`src/rtl/mult_share_arb_pkg.sv`:
```
// Shared definitions for the multiplier-sharing arbiter: default sizes,
// the response tag carried alongside each multiply, and a small helper.
package mult_share_arb_pkg;

   localparam int N_DEF    = 4;   // operand width
   localparam int NREQ_DEF = 4;   // number of requesters
   localparam int LAT_DEF  = 4;   // multiplier latency in clk edges

   // Requester index width; the tag struct and priority pointer use it,
   // so a wider requester count needs this default raised as well.
   localparam int IDX_W = (NREQ_DEF > 1) ? $clog2(NREQ_DEF) : 1;

   // One tag stage: does this slot carry a live operation, and for whom.
   typedef struct packed {
      logic             vld;
      logic [IDX_W-1:0] idx;
   } tag_t;

   // Advance a requester index by one, wrapping at nreq.
   function automatic logic [IDX_W-1:0] wrap_inc(input logic [IDX_W-1:0] i,
                                                 input int nreq);
      int n;
      n = int'(i) + 1;
      if (n >= nreq) n = 0;
      return IDX_W'(n);
   endfunction

endpackage

```
`src/rtl/mult_share_arb_if.sv`:
```
// Bundle of the request, multiplier and response signals of the arbiter.
// slave = the arbiter side, master = requesters plus the external multiplier.
interface mult_share_arb_if
   import mult_share_arb_pkg::*;
#(
   parameter int N    = N_DEF,
   parameter int NREQ = NREQ_DEF,
   parameter int LAT  = LAT_DEF
);

   logic [NREQ-1:0]          req_valid;
   logic [NREQ*N-1:0]        req_a;
   logic [NREQ*N-1:0]        req_b;
   logic [NREQ-1:0]          req_ready;
   logic [N-1:0]             mul_a;
   logic [N-1:0]             mul_b;
   logic [2*N-1:0]           mul_p;
   logic [NREQ-1:0]          rsp_valid;
   logic [2*N-1:0]           rsp_data;
   logic [$clog2(LAT+1)-1:0] inflight;

   modport slave (
      input  req_valid, req_a, req_b, mul_p,
      output req_ready, mul_a, mul_b, rsp_valid, rsp_data, inflight
   );

   modport master (
      output req_valid, req_a, req_b, mul_p,
      input  req_ready, mul_a, mul_b, rsp_valid, rsp_data, inflight
   );

endinterface

```
`src/rtl/mult_share_arb_rr_pick.sv`:
```
// Combinational round-robin picker: starting at ptr and wrapping, returns
// the first set bit of valid as a one-hot grant plus its index.
module rr_pick
   import mult_share_arb_pkg::*;
#(
   parameter int NREQ = NREQ_DEF,
   parameter int IW   = IDX_W
) (
   input  logic [NREQ-1:0] valid,
   input  logic [IW-1:0]   ptr,
   output logic [NREQ-1:0] grant,
   output logic [IW-1:0]   index,
   output logic            found
);

   // Walk the requesters in priority order ptr, ptr+1, ... and stop at the first hit.
   always_comb begin
      int            c;
      logic [IW-1:0] ci;
      grant = '0;
      index = '0;
      found = 1'b0;
      c     = 0;
      ci    = '0;
      for (int k = 0; k < NREQ; k++) begin
         c = int'(ptr) + k;
         if (c >= NREQ) c = c - NREQ;
         ci = IW'(c);
         if (!found && valid[ci]) begin
            found     = 1'b1;
            grant[ci] = 1'b1;
            index     = ci;
         end
      end
   end

endmodule

```
`src/rtl/mult_share_arb.sv`:
```
// Shares one external pipelined multiplier among NREQ requesters.
// A round-robin grant issues at most one operation per cycle; a tag pipeline
// of LAT stages, matching the multiplier latency, routes each product back
// to the requester that issued it.
module mult_share_arb
   import mult_share_arb_pkg::*;
#(
   parameter int N    = N_DEF,
   parameter int NREQ = NREQ_DEF,
   parameter int LAT  = LAT_DEF
) (
   input  logic             clk,
   input  logic             rst_n,
   input  logic             en,
   mult_share_arb_if.slave  bus
);

   localparam int IW = IDX_W;
   localparam int CW = $clog2(LAT + 1);

   logic [N-1:0]    a_arr [NREQ];
   logic [N-1:0]    b_arr [NREQ];

   logic [IW-1:0]   ptr_q, ptr_d;
   tag_t            tag_q [LAT];
   tag_t            tag_d [LAT];
   logic [CW-1:0]   inflight_q, inflight_d;

   logic [NREQ-1:0] pick_grant;
   logic [IW-1:0]   pick_idx;
   logic            pick_found;
   logic            issue;
   tag_t            tag_last;

   // Unpack the per-requester operand slices.
   generate
      for (genvar gi = 0; gi < NREQ; gi++) begin : g_unpack
         assign a_arr[gi] = bus.req_a[gi*N +: N];
         assign b_arr[gi] = bus.req_b[gi*N +: N];
      end
   endgenerate

   rr_pick #(
      .NREQ (NREQ),
      .IW   (IW)
   ) u_rr_pick (
      .valid (bus.req_valid),
      .ptr   (ptr_q),
      .grant (pick_grant),
      .index (pick_idx),
      .found (pick_found)
   );

   // Issue qualification, grant and operand steering; held quiet during reset.
   always_comb begin
      issue         = rst_n & en & pick_found;
      bus.req_ready = '0;
      bus.mul_a     = '0;
      bus.mul_b     = '0;
      if (issue) begin
         bus.req_ready = pick_grant;
         bus.mul_a     = a_arr[pick_idx];
         bus.mul_b     = b_arr[pick_idx];
      end
   end

   // Next pointer: one past the winner on issue, otherwise unchanged.
   always_comb begin
      ptr_d = ptr_q;
      if (issue) ptr_d = wrap_inc(pick_idx, NREQ);
   end

   // Tag pipeline shifts every cycle and loads the current issue at stage 0.
   always_comb begin
      tag_d[0].vld = issue;
      tag_d[0].idx = pick_idx;
   end

   generate
      for (genvar gi = 1; gi < LAT; gi++) begin : g_tag_shift
         assign tag_d[gi] = tag_q[gi-1];
      end
   endgenerate

   assign tag_last = tag_q[LAT-1];

   // Response decode: the last tag stage lines up with the multiplier output.
   always_comb begin
      bus.rsp_valid = '0;
      if (tag_last.vld) bus.rsp_valid[tag_last.idx] = 1'b1;
   end

   assign bus.rsp_data = bus.mul_p;
   assign bus.inflight = inflight_q;

   // Outstanding count: +1 on issue, -1 on response, hold when both or neither.
   always_comb begin
      inflight_d = inflight_q;
      unique case ({issue, tag_last.vld})
         2'b10:   inflight_d = inflight_q + CW'(1);
         2'b01:   inflight_d = inflight_q - CW'(1);
         default: inflight_d = inflight_q;
      endcase
   end

   // State registers; reset discards every in-flight tag.
   always_ff @(posedge clk or negedge rst_n) begin
      if (!rst_n) begin
         ptr_q      <= '0;
         inflight_q <= '0;
         for (int i = 0; i < LAT; i++) tag_q[i] <= '0;
      end else begin
         ptr_q      <= ptr_d;
         inflight_q <= inflight_d;
         for (int i = 0; i < LAT; i++) tag_q[i] <= tag_d[i];
      end
   end

endmodule

```
`src/flat_wrapper.sv`:
```
// flat-port wrapper written by rule: the top's interface ports become plain ports
module mult_share_arb_flat import mult_share_arb_pkg::*;
#(
   parameter int N    = N_DEF,
   parameter int NREQ = NREQ_DEF,
   parameter int LAT  = LAT_DEF
)
  (clk, rst_n, en, bus_req_valid, bus_req_a, bus_req_b, bus_mul_p, bus_req_ready, bus_mul_a, bus_mul_b, bus_rsp_valid, bus_rsp_data, bus_inflight);
  mult_share_arb_if #(.N(N), .NREQ(NREQ), .LAT(LAT)) bus_i ();
  input  logic clk;
  input  logic rst_n;
  input  logic en;
  input wire logic [$bits(bus_i.req_valid)-1:0] bus_req_valid;
  input wire logic [$bits(bus_i.req_a)-1:0] bus_req_a;
  input wire logic [$bits(bus_i.req_b)-1:0] bus_req_b;
  input wire logic [$bits(bus_i.mul_p)-1:0] bus_mul_p;
  output wire logic [$bits(bus_i.req_ready)-1:0] bus_req_ready;
  output wire logic [$bits(bus_i.mul_a)-1:0] bus_mul_a;
  output wire logic [$bits(bus_i.mul_b)-1:0] bus_mul_b;
  output wire logic [$bits(bus_i.rsp_valid)-1:0] bus_rsp_valid;
  output wire logic [$bits(bus_i.rsp_data)-1:0] bus_rsp_data;
  output wire logic [$bits(bus_i.inflight)-1:0] bus_inflight;
  assign bus_i.req_valid = bus_req_valid;
  assign bus_i.req_a = bus_req_a;
  assign bus_i.req_b = bus_req_b;
  assign bus_i.mul_p = bus_mul_p;
  assign bus_req_ready = bus_i.req_ready;
  assign bus_mul_a = bus_i.mul_a;
  assign bus_mul_b = bus_i.mul_b;
  assign bus_rsp_valid = bus_i.rsp_valid;
  assign bus_rsp_data = bus_i.rsp_data;
  assign bus_inflight = bus_i.inflight;
  mult_share_arb #(.N(N), .NREQ(NREQ), .LAT(LAT)) u_core (.clk(clk), .rst_n(rst_n), .en(en), .bus(bus_i));
endmodule
```
`config.mk`:
```
export PLATFORM = sky130hd
export DESIGN_NAME = mult_share_arb_flat
export DESIGN_NICKNAME = d
export VERILOG_FILES = /design/src/rtl/mult_share_arb_pkg.sv /design/src/rtl/mult_share_arb_if.sv /design/src/rtl/mult_share_arb_rr_pick.sv /design/src/rtl/mult_share_arb.sv /design/src/flat_wrapper.sv
export SDC_FILE = /design/constraint.sdc
export NUM_CORES = 1
export LEC_CHECK = 0
export ABC_AREA = 1
export BUFFER_PORTS_ARGS = -buffer_cell sky130_fd_sc_hd__buf_2
export CAP_MARGIN = 10
export CORE_MARGIN = 10
export CORE_UTILIZATION = 44
export CTS_BUF_LIST = sky130_fd_sc_hd__clkbuf_2 sky130_fd_sc_hd__clkbuf_4 sky130_fd_sc_hd__clkbuf_8
export CTS_CLUSTER_SIZE = 8
export DETAILED_ROUTE_END_ITERATION = 6
export PLACE_DENSITY = 0.79
export SLEW_MARGIN = 20
export SYNTH_ARGS = -nofsm -noshare
export SYNTH_HDL_FRONTEND = slang
export SYNTH_SLANG_ARGS = --single-unit
export TNS_END_PERCENT = 50
```
`constraint.sdc`:
```
create_clock -name clk -period 3.2 [get_ports clk]
set_clock_uncertainty 0.1 [all_clocks]
set_input_delay 0.16 -clock clk [delete_from_list [all_inputs] [get_ports clk]]
set_output_delay 0.16 -clock clk [all_outputs]
set_load 0.005 [all_outputs]
```
-- Yosys cells after proc, flatten, opt, wreduce, memory -nomap -nowiden
Cells that the tools add are included.
- reductions and logical operators: 12
- add/subtract/negate cells: 10
- order comparisons: 16
- equal/unequal tests: 2
- mux-type cells: 46
- bitwise operators: 6
- operators with widths (kind ; count):
    $mux 4 ; 12
    $mux 2 ; 9
    $bmux 4 s2 ; 2
    $ge 3x3->1 const B ; 5
    $lt 2x3->1 const B ; 5
    $mux 1 ; 13
    $or 4x4->4 ; 3
    $demux 1 s2 ; 5
    $ge 2x1->1 const B ; 5
    $bmux 1 s2 ; 4
    $logic_and 1x1->1 ; 8
    $sub 2x1->2 const B ; 4
    $add 2x1->3 const B ; 2
    $add 2x2->3 const B ; 2
    $pmux 3 s2 ; 1
    $add 3x1->3 const B ; 1
    $ge 2x3->1 const B ; 1
    $logic_not 1->1 ; 3
    $not 2->3 ; 1
    $sub 3x1->3 const B ; 1
    $and 1x1->1 ; 2
    $eq 2x1->1 const B ; 1
    $eq 2x2->1 const B ; 1
    $reduce_bool 2->1 ; 1
- flip-flop bits (word level): 17
- logic and storage cells: 102
- input port bits: 47
- output and inout bits: 27

-- Longest topological paths before layout
Gate-level depths: netlist of run 1.
- depth in word-level cells: 19
- gate-level depth with buffers: 16
- mapped depth without buffers: 15

-- Cells and area by module
A second synthesis of run 1 with hierarchy kept.
- cells, all modules: 235
- area total of the unflattened synthesis: 1549.0 µm²
- by module, submodules not included (module ; area each (µm²) ; cells each ; times used ; sequential area each (µm²)):
    mult_share_arb ; 1108.6 ; 161 ; 1 ; 425.4
    rr_pick ; 440.4 ; 74 ; 1 ; 0.0

-- Worst setup path before layout of run 1
OpenSTA, ideal clock, no wires.
- path kind: flip-flop to flip-flop
- start point: register u_core.ptr_q[1]
- end point: register u_core.inflight_q[2], in the netlist u_core.bus.inflight[2]
- library setup time: 124 ps
- data required time: 2976 ps
- clock period less this slack: 2994 ps
- cell stages (with the launch flop): 17
- arrival: 2770 ps
- buffers on the path: 1
- slack: 206 ps
- cell sequence: dfrtp_1 inv_1 ha_1 inv_1 nand3_2 nand2_4 inv_2 nor2_4 nand4_1 nand3_1 buf_2 ha_1 inv_1 fa_1 a21oi_1 o21ai_0 xnor2_1
- longest elaborated chain between the ends: 17
- elaborated cells on any way between the ends: 38
- those cells by class: add/sub: 7; order compare: 4; eq/ne: 2; mux: 17; bitwise: 1; reduce/logical: 7
- RTL lines (what ; line ; RTL):
    start: declaration ; mult_share_arb.sv:24 ; logic [IW-1:0] ptr_q, ptr_d;
    start signal: assignment ; mult_share_arb.sv:113 ; ptr_q <= ptr_d;
    parallel branches: the longest is 13 deep, another holds $add 2x1->3 ; -- ;
    $mux 1 (*) ; mult_share_arb_rr_pick.sv:29 ; if (!found && valid[ci]) begin
    $and 1x1->1 (*) ; mult_share_arb.sv:56 ; issue = rst_n & en & pick_found;
    $eq 2x1->1 or $eq 2x2->1 (tied branches) ; mult_share_arb.sv:99 ; unique case ({issue, tag_last.vld})
    $pmux 3 s2 or $reduce_bool 2->1 (tied branches) ; -- ;
    end signal: assignment ; mult_share_arb.sv:114 ; inflight_q <= inflight_d;
    end: declaration ; mult_share_arb.sv:27 ; logic [CW-1:0] inflight_q, inflight_d;
Mark *: on every way between the ends. The select of a mux whose other input is x is not followed.
A chain may end at the register's enable or synchronous reset.

-- Worst setup path in the final report of run 1
- start point: register u_core.ptr_q[0]
- end point: register u_core.inflight_q[2], in the netlist u_core.bus.inflight[2]
The elaborated chain is that of the path after synthesis.

==> key figures, run 1 <==
Finish
  • Layout area overhead: 20.1%
  • Commonest non-fill, non-tap cells in the layout: buf_2, inv_1, nand2_1, nand3_1, dfrtp_1
  • Ant diodes: 0
  • Commonest non-fill, non-tap cell in the layout: buf_2
  • Fin area: 0.00196 sq mm
  • Utilization after layout: 54.0%
  • Layout Nets: 339
  • Share of cells above drive strength 1: 32.4%

Synth
  • Yosys warning count: 0
  • Yosys top cell area share: 26.0%
  • Mapped Area: 0.00163 sq mm
  • Leading area contributor after synthesis: dfrtp_1
  • Syn Inst Count: 229
  • Avg Synthesized Cell Area: 7.14 sq um
  • Yosys cell types: 28
  • Sequential fraction of the synthesis area: 26.0%
  • Syn nets: 286
  • Post-synthesis register bit count: 17
  • Synth area leaders: dfrtp_1, inv_1, nand3_1, nand2_1, ha_1

Place
  • DP Area: 0.00190 sq mm
  • Gp weighted congestion: 0.944
  • DP Wirelength: 3.18 mm
  • I/O Buffers: 57

Status
  • Status: completed

Timing
  • Slew headroom: 75.2%
  • Least-Margin Pin Slew: 373 ps
  • Final Hold Fails: 0
  • Period minus WS final: 2850 ps
  • RSZ-0062 raised after global routing: no
  • Total negative slack: 0 ps
  • Final period util: 88.9%
  • Final Max Tran Viols: 0
  • Final setup violation count: 0
  • Fmax: 351 MHz

Clock network
  • Clk sinks: 17
  • Clock Tree Root: clkbuf_8
  • Clock transition at path regs: 70 ps
  • Later-pin clock latency in the skew report: 250 ps
  • Total CTS buffers: 3
  • H-tree lvl count: 1
  • CTS tree: built
  • Maximum clock path buffer count: 2
  • Post-CTS Setup Inserts: 0

Die
  • Die ar.: 0.00655 sq mm
  • Core Area: 0.00363 sq mm
  • Initial Util: 45.0%
  • Die Wd: 80.9 um
  • Row count: 22
  • Io pins: 74
  • Die height: 80.9 um

Route
  • WL/cell: 12.1 um
  • Number of iterations in the first detailed-routing pass: 6
  • Vias: 1595
  • Initial DRC count: 53
  • Antenna-violating nets left: 0
  • Via-to-Cell Ratio: 4.85
  • Final WL: 3.99 mm
  • DRC: 0

Global routing
  • GRT overflow: 0
  • All-Layer GR Usage: 12.2%
  • Global-route wire length before repair: 6.80 mm
  • Largest net degree at the start of global routing: 19
  • GR Layer Usage met2: 18.3%
  • Number of global-route vias before repair: 1552
  • GRT met3 Usage: 5.30%
  • Grt peak-use layer: met2
  • Initial antenna violation count: 0
  • Met1 GRT Util: 16.0%

Worst setup path
  • Crit-path cells: inv_2 > ha_1 > inv_1 > nand3_2 > nand2_4 > inv_2 > nor2_4 > nand4_1 > nand3_1 > ha_1 > inv_1 > fa_1 > a21oi_1 > o21ai_0 > xnor2_1
  • Peak fanout along the critical path: 11
  • Critical path class: reg2reg
  • CP max-delay cell: dfrtp_1
  • Worst Setup End Kind: flip-flop
  • Worst EP required: 3240 ps
  • WP data arrival: 2890 ps
  • Startpoint Class: flip-flop
  • Max incr delay on CP: 390 ps

Job
  • Max_cap viols: 0

Pwr
  • Pwr dens: 1090 mW/mm^2
  • Worst VDD drop: 0.561 mV
  • Pleak: 1.14 nW

Hold path
  • Hold Path Class: in2out
layer usage:
metal | share of wire [%] | up-vias
met5 | 0 | -
met4 | 0.48 | 0
met3 | 9.5 | 4
met2 | 42 | 49
met1 | 48 | 716
li1 | - | 826
cell type report:
class	count	area (sq um)
clock inverters	1	5.00
clock buffers	3	41.3
fillers	357	1670
flip-flops and latches	17	427
inverters	49	189
repair buffers	61	318
multi-input cells	150	922
well taps	48	60.1
stage by stage:
stage          power [mW]  setup WS [ps]  cells  hold slack [ps]
3_3_place_gp         1.95            370    324            -3.92
6_report             2.13            354    329              220
2_1_floorplan        1.64            206    229             -236
5_1_grt              2.37           35.2    329              220
4_1_cts              2.14            256    329              220
3_5_place_dp         1.98            270    324             1.38
path summary, 6_finish.rpt:
path	startpoint	to	slack [ps]	cells after the start
setup / recovery	u_core.ptr_q[0]$_DFFE_PN0P_	u_core.bus.inflight[2]$_DFFE_PN0P_	350	15
hold / removal	bus_mul_p[2]	bus_rsp_data[2]	220	0
setup reg to reg	u_core.ptr_q[0]$_DFFE_PN0P_	u_core.bus.inflight[2]$_DFFE_PN0P_	350	15
hold reg to reg	u_core.tag_d[2]$_DFF_PN0_	u_core.tag_last[2]$_DFF_PN0_	250	0
max in group asynchronous	rst_n	u_core.ptr_q[1]$_DFFE_PN0P_	2460	2
min in group asynchronous	rst_n	u_core.tag_d[0]$_DFF_PN0_	250	2
cells by family after synthesis:
family	after synthesis	share of synthesized area, %
DFF	17	26.0
xor gates and xnor gates	2	1.07
and+or+nand+nor	114	38.7
AOI/OAI and AO/OA	24	8.58
adders and majority gates	10	8.12
buffers and inverters	62	17.5
sequential cells by signal (all words and copies together) (netlist names):
signal	flops
u_core.tag_last	3
u_core.ptr_q	2
u_core.bus.inflight	3
u_core.tag_d	9
worst max-delay path, delay by kind of cell, from the launching register on:
kind / cells / cell delay [ps]
and+or+nand+nor: 5 / 600
xor gates and xnor gates: 1 / 130
DFF: 1 / 390
buffers and inverters: 4 / 430
AOI/OAI and AO/OA: 2 / 250
adders and majority gates: 3 / 840
report_power, final:
group	switching (mW)	internal, mW
sequential	0.0570	0.311
combinational	1.05	0.559
clock	0.0718	0.0863
total	1.17	0.956
synthesized netlist by cell type (all sizes together):
master / n
nand2: 55
nand3b: 8
dfrtp: 17
inv: 48
o211ai: 2
xnor2: 2
a22oi: 2
nor3: 4
nor2: 5
buf: 13
nand4: 3
nand3: 39
a31oi: 2
a21oi: 10
clkinv: 1
ha: 9
o21ai: 8
fa: 1
what timing repair did:
item	CTS	global route
resized for setup	0	1
endpoints found under the hold margin	17	0
endpoints found under the setup margin	0	1
hold buffers	1	0
No activity file was read; power rests on OpenSTA's default activity.
==> run 2, diff against run 1 <==
--- a/config.mk
+++ b/config.mk
@@ -14,6 +14,7 @@
 export CTS_CLUSTER_SIZE = 8
 export DETAILED_ROUTE_END_ITERATION = 6
 export PLACE_DENSITY = 0.79
+export RECOVER_POWER = 100
 export SLEW_MARGIN = 20
 export SYNTH_ARGS = -nofsm -noshare
 export SYNTH_HDL_FRONTEND = slang
==> key figures, run 2 (synthesis results as in run 1) <==
Finish
  • Layout Nets: 339
  • Layout area overhead: 18.8%
  • Share of cells above drive strength 1: 26.3%
  • Commonest non-fill, non-tap cell in the layout: inv_1
  • Ant diodes: 0
  • Commonest non-fill, non-tap cells in the layout: inv_1, nand2_1, buf_2, nand3_1
  • Max reg flops: 9
  • Final-layout fill cell count: 366

Place
  • Gp weighted congestion: 0.944
  • I/O Buffers: 57
  • DP Wirelength: 3.18 mm

Route
  • Number of iterations in the first detailed-routing pass: 5
  • DRC: 0
  • Final WL: 4.00 mm
  • Antenna-violating nets left: 0
  • Initial DRC count: 52
  • Vias: 1594
  • WL/cell: 12.2 um
  • Via-to-Cell Ratio: 4.84

Worst setup path
  • Startpoint Class: flip-flop
  • Reg2reg end: u_core.bus.inflight[2]$_DFFE_PN0P_
  • Critical path class: reg2reg
  • Worst EP required: 3240 ps
  • Worst Setup End Kind: flip-flop
  • Peak fanout along the critical path: 11
  • R2R Setup Slk: 350 ps
  • Worst r2r src: u_core.ptr_q[0]$_DFFE_PN0P_
  • WP data arrival: 2890 ps
  • Reg2reg path depth: 15

Global routing
  • All-Layer GR Usage: 12.2%
  • Global-route wire length before repair: 6.80 mm
  • Number of global-route vias before repair: 1552
  • GRT overflow: 0
  • Largest net degree at the start of global routing: 19
  • Initial antenna violation count: 0

Timing
  • Period minus WS final: 2850 ps
  • Hold_ws: 220 ps
  • Final setup violation count: 0
  • RSZ-0062 raised after global routing: no
  • Final Max Tran Viols: 0
  • Fmax: 351 MHz
  • Total negative slack: 0 ps
  • Final period util: 89.0%
  • Slew headroom: 75.1%
  • Least-Margin Pin Slew: 374 ps
  • Final Hold Fails: 0

Clock network
  • Clk sinks: 17
  • Later-pin clock latency in the skew report: 250 ps
  • Maximum clock path buffer count: 2
  • Post-CTS Setup Inserts: 0
  • CTS tree: built
  • Clock Tree Root: clkbuf_8
  • Clock transition at path regs: 70 ps
  • H-tree lvl count: 1
  • Total CTS buffers: 3

Pwr
  • Worst VDD drop: 0.561 mV
  • Pleak: 1.07 nW
  • Pwr dens: 1090 mW/mm^2

Die
  • Die ar.: 0.00655 sq mm
  • Io pins: 74
  • Die Wd: 80.9 um
  • Initial Util: 45.0%
  • Die height: 80.9 um
  • Row count: 22
  • Core Area: 0.00363 sq mm

Job
  • Max_cap viols: 0

Hold path
  • Worst hold path startpoint: bus_mul_p[2]
  • Worst hold stages: 0
  • Hold Path Class: in2out
  • Hold Path Sink: bus_rsp_data[2]

Status
  • Status: completed
## run 2: worst max path at each step
stage                                      from                            endpoint  slack (ps)  depth (start not counted)
floorplan           u_core.ptr_q[1]$_DFFE_PN0P_  u_core.bus.inflight[2]$_DFFE_PN0P_         210                         16
global placement    u_core.ptr_q[1]$_DFFE_PN0P_  u_core.bus.inflight[2]$_DFFE_PN0P_         370                         15
detailed placement  u_core.ptr_q[1]$_DFFE_PN0P_  u_core.bus.inflight[2]$_DFFE_PN0P_         270                         15
CTS                 u_core.ptr_q[1]$_DFFE_PN0P_  u_core.bus.inflight[2]$_DFFE_PN0P_         260                         15
global route        u_core.ptr_q[1]$_DFFE_PN0P_  u_core.bus.inflight[2]$_DFFE_PN0P_          40                         15
finish              u_core.ptr_q[0]$_DFFE_PN0P_  u_core.bus.inflight[2]$_DFFE_PN0P_         350                         15
## run 2: worst max-delay path: stages, from the launching register on
cell and delay (ps):
dfrtp_1 390, inv_2 170, ha_1 310, inv_1 140, nand3_2 110, nand2_4 110
inv_2 60, nor2_4 160, nand4_1 110, nand3_1 110, ha_1 150, inv_1 60
fa_1 380, a21oi_1 140, o21ai_0 110, xnor2_1 130
## run 2: final cells by class
class                      instances  area [sq um]  share of cell area, %
sequential                        17           427                   22.0
clock buffer                       3          41.3                   2.13
multi-input combinational        150           922                   47.5
inverter                          49           189                   9.74
clock inverter                     1          5.00                  0.258
tap                               48          60.1                   3.09
timing repair buffer              61           297                   15.3
## run 2: routing by layer
metal  wire (um)  track usage [%]  part of all wire, %  up-vias
met5           0                0                    0        -
met3         365             5.30                  9.1        4
li1            -                -                    -      825
met1        1940             16.0                   49      716
met4          19             1.90                 0.48        0
met2        1680             18.3                   42       49
## run 2: through the flow
stage / cells / power, mW / area [sq um] / setup slack, ps / util, %
2_1_floorplan: 229 / 1.64 / 1630 / 206 / -
3_3_place_gp: 324 / 1.95 / 1900 / 370 / 52.4
3_5_place_dp: 324 / 1.98 / 1900 / 270 / 52.4
4_1_cts: 329 / 2.14 / 1960 / 256 / 54.0
5_1_grt: 329 / 2.35 / 1940 / 35.2 / 53.4
6_report: 329 / 2.11 / 1940 / 351 / 53.4
## run 2: report_power, final
part / switching, mW / total (mW) / internal (mW)
registers: 0.0577 / 0.369 / 0.311
clock network: 0.0714 / 0.158 / 0.0863
logic: 1.05 / 1.59 / 0.538
total: 1.18 / 2.11 / 0.935
## run 2: repair_timing
| action | 4_1_cts | 5_1_grt |
|---|---|---|
| resized for setup | 0 | 1 |
| endpoints found under the hold margin | 17 | 0 |
| endpoints found under the setup margin | 0 | 1 |
| hold buffers | 1 | 0 |
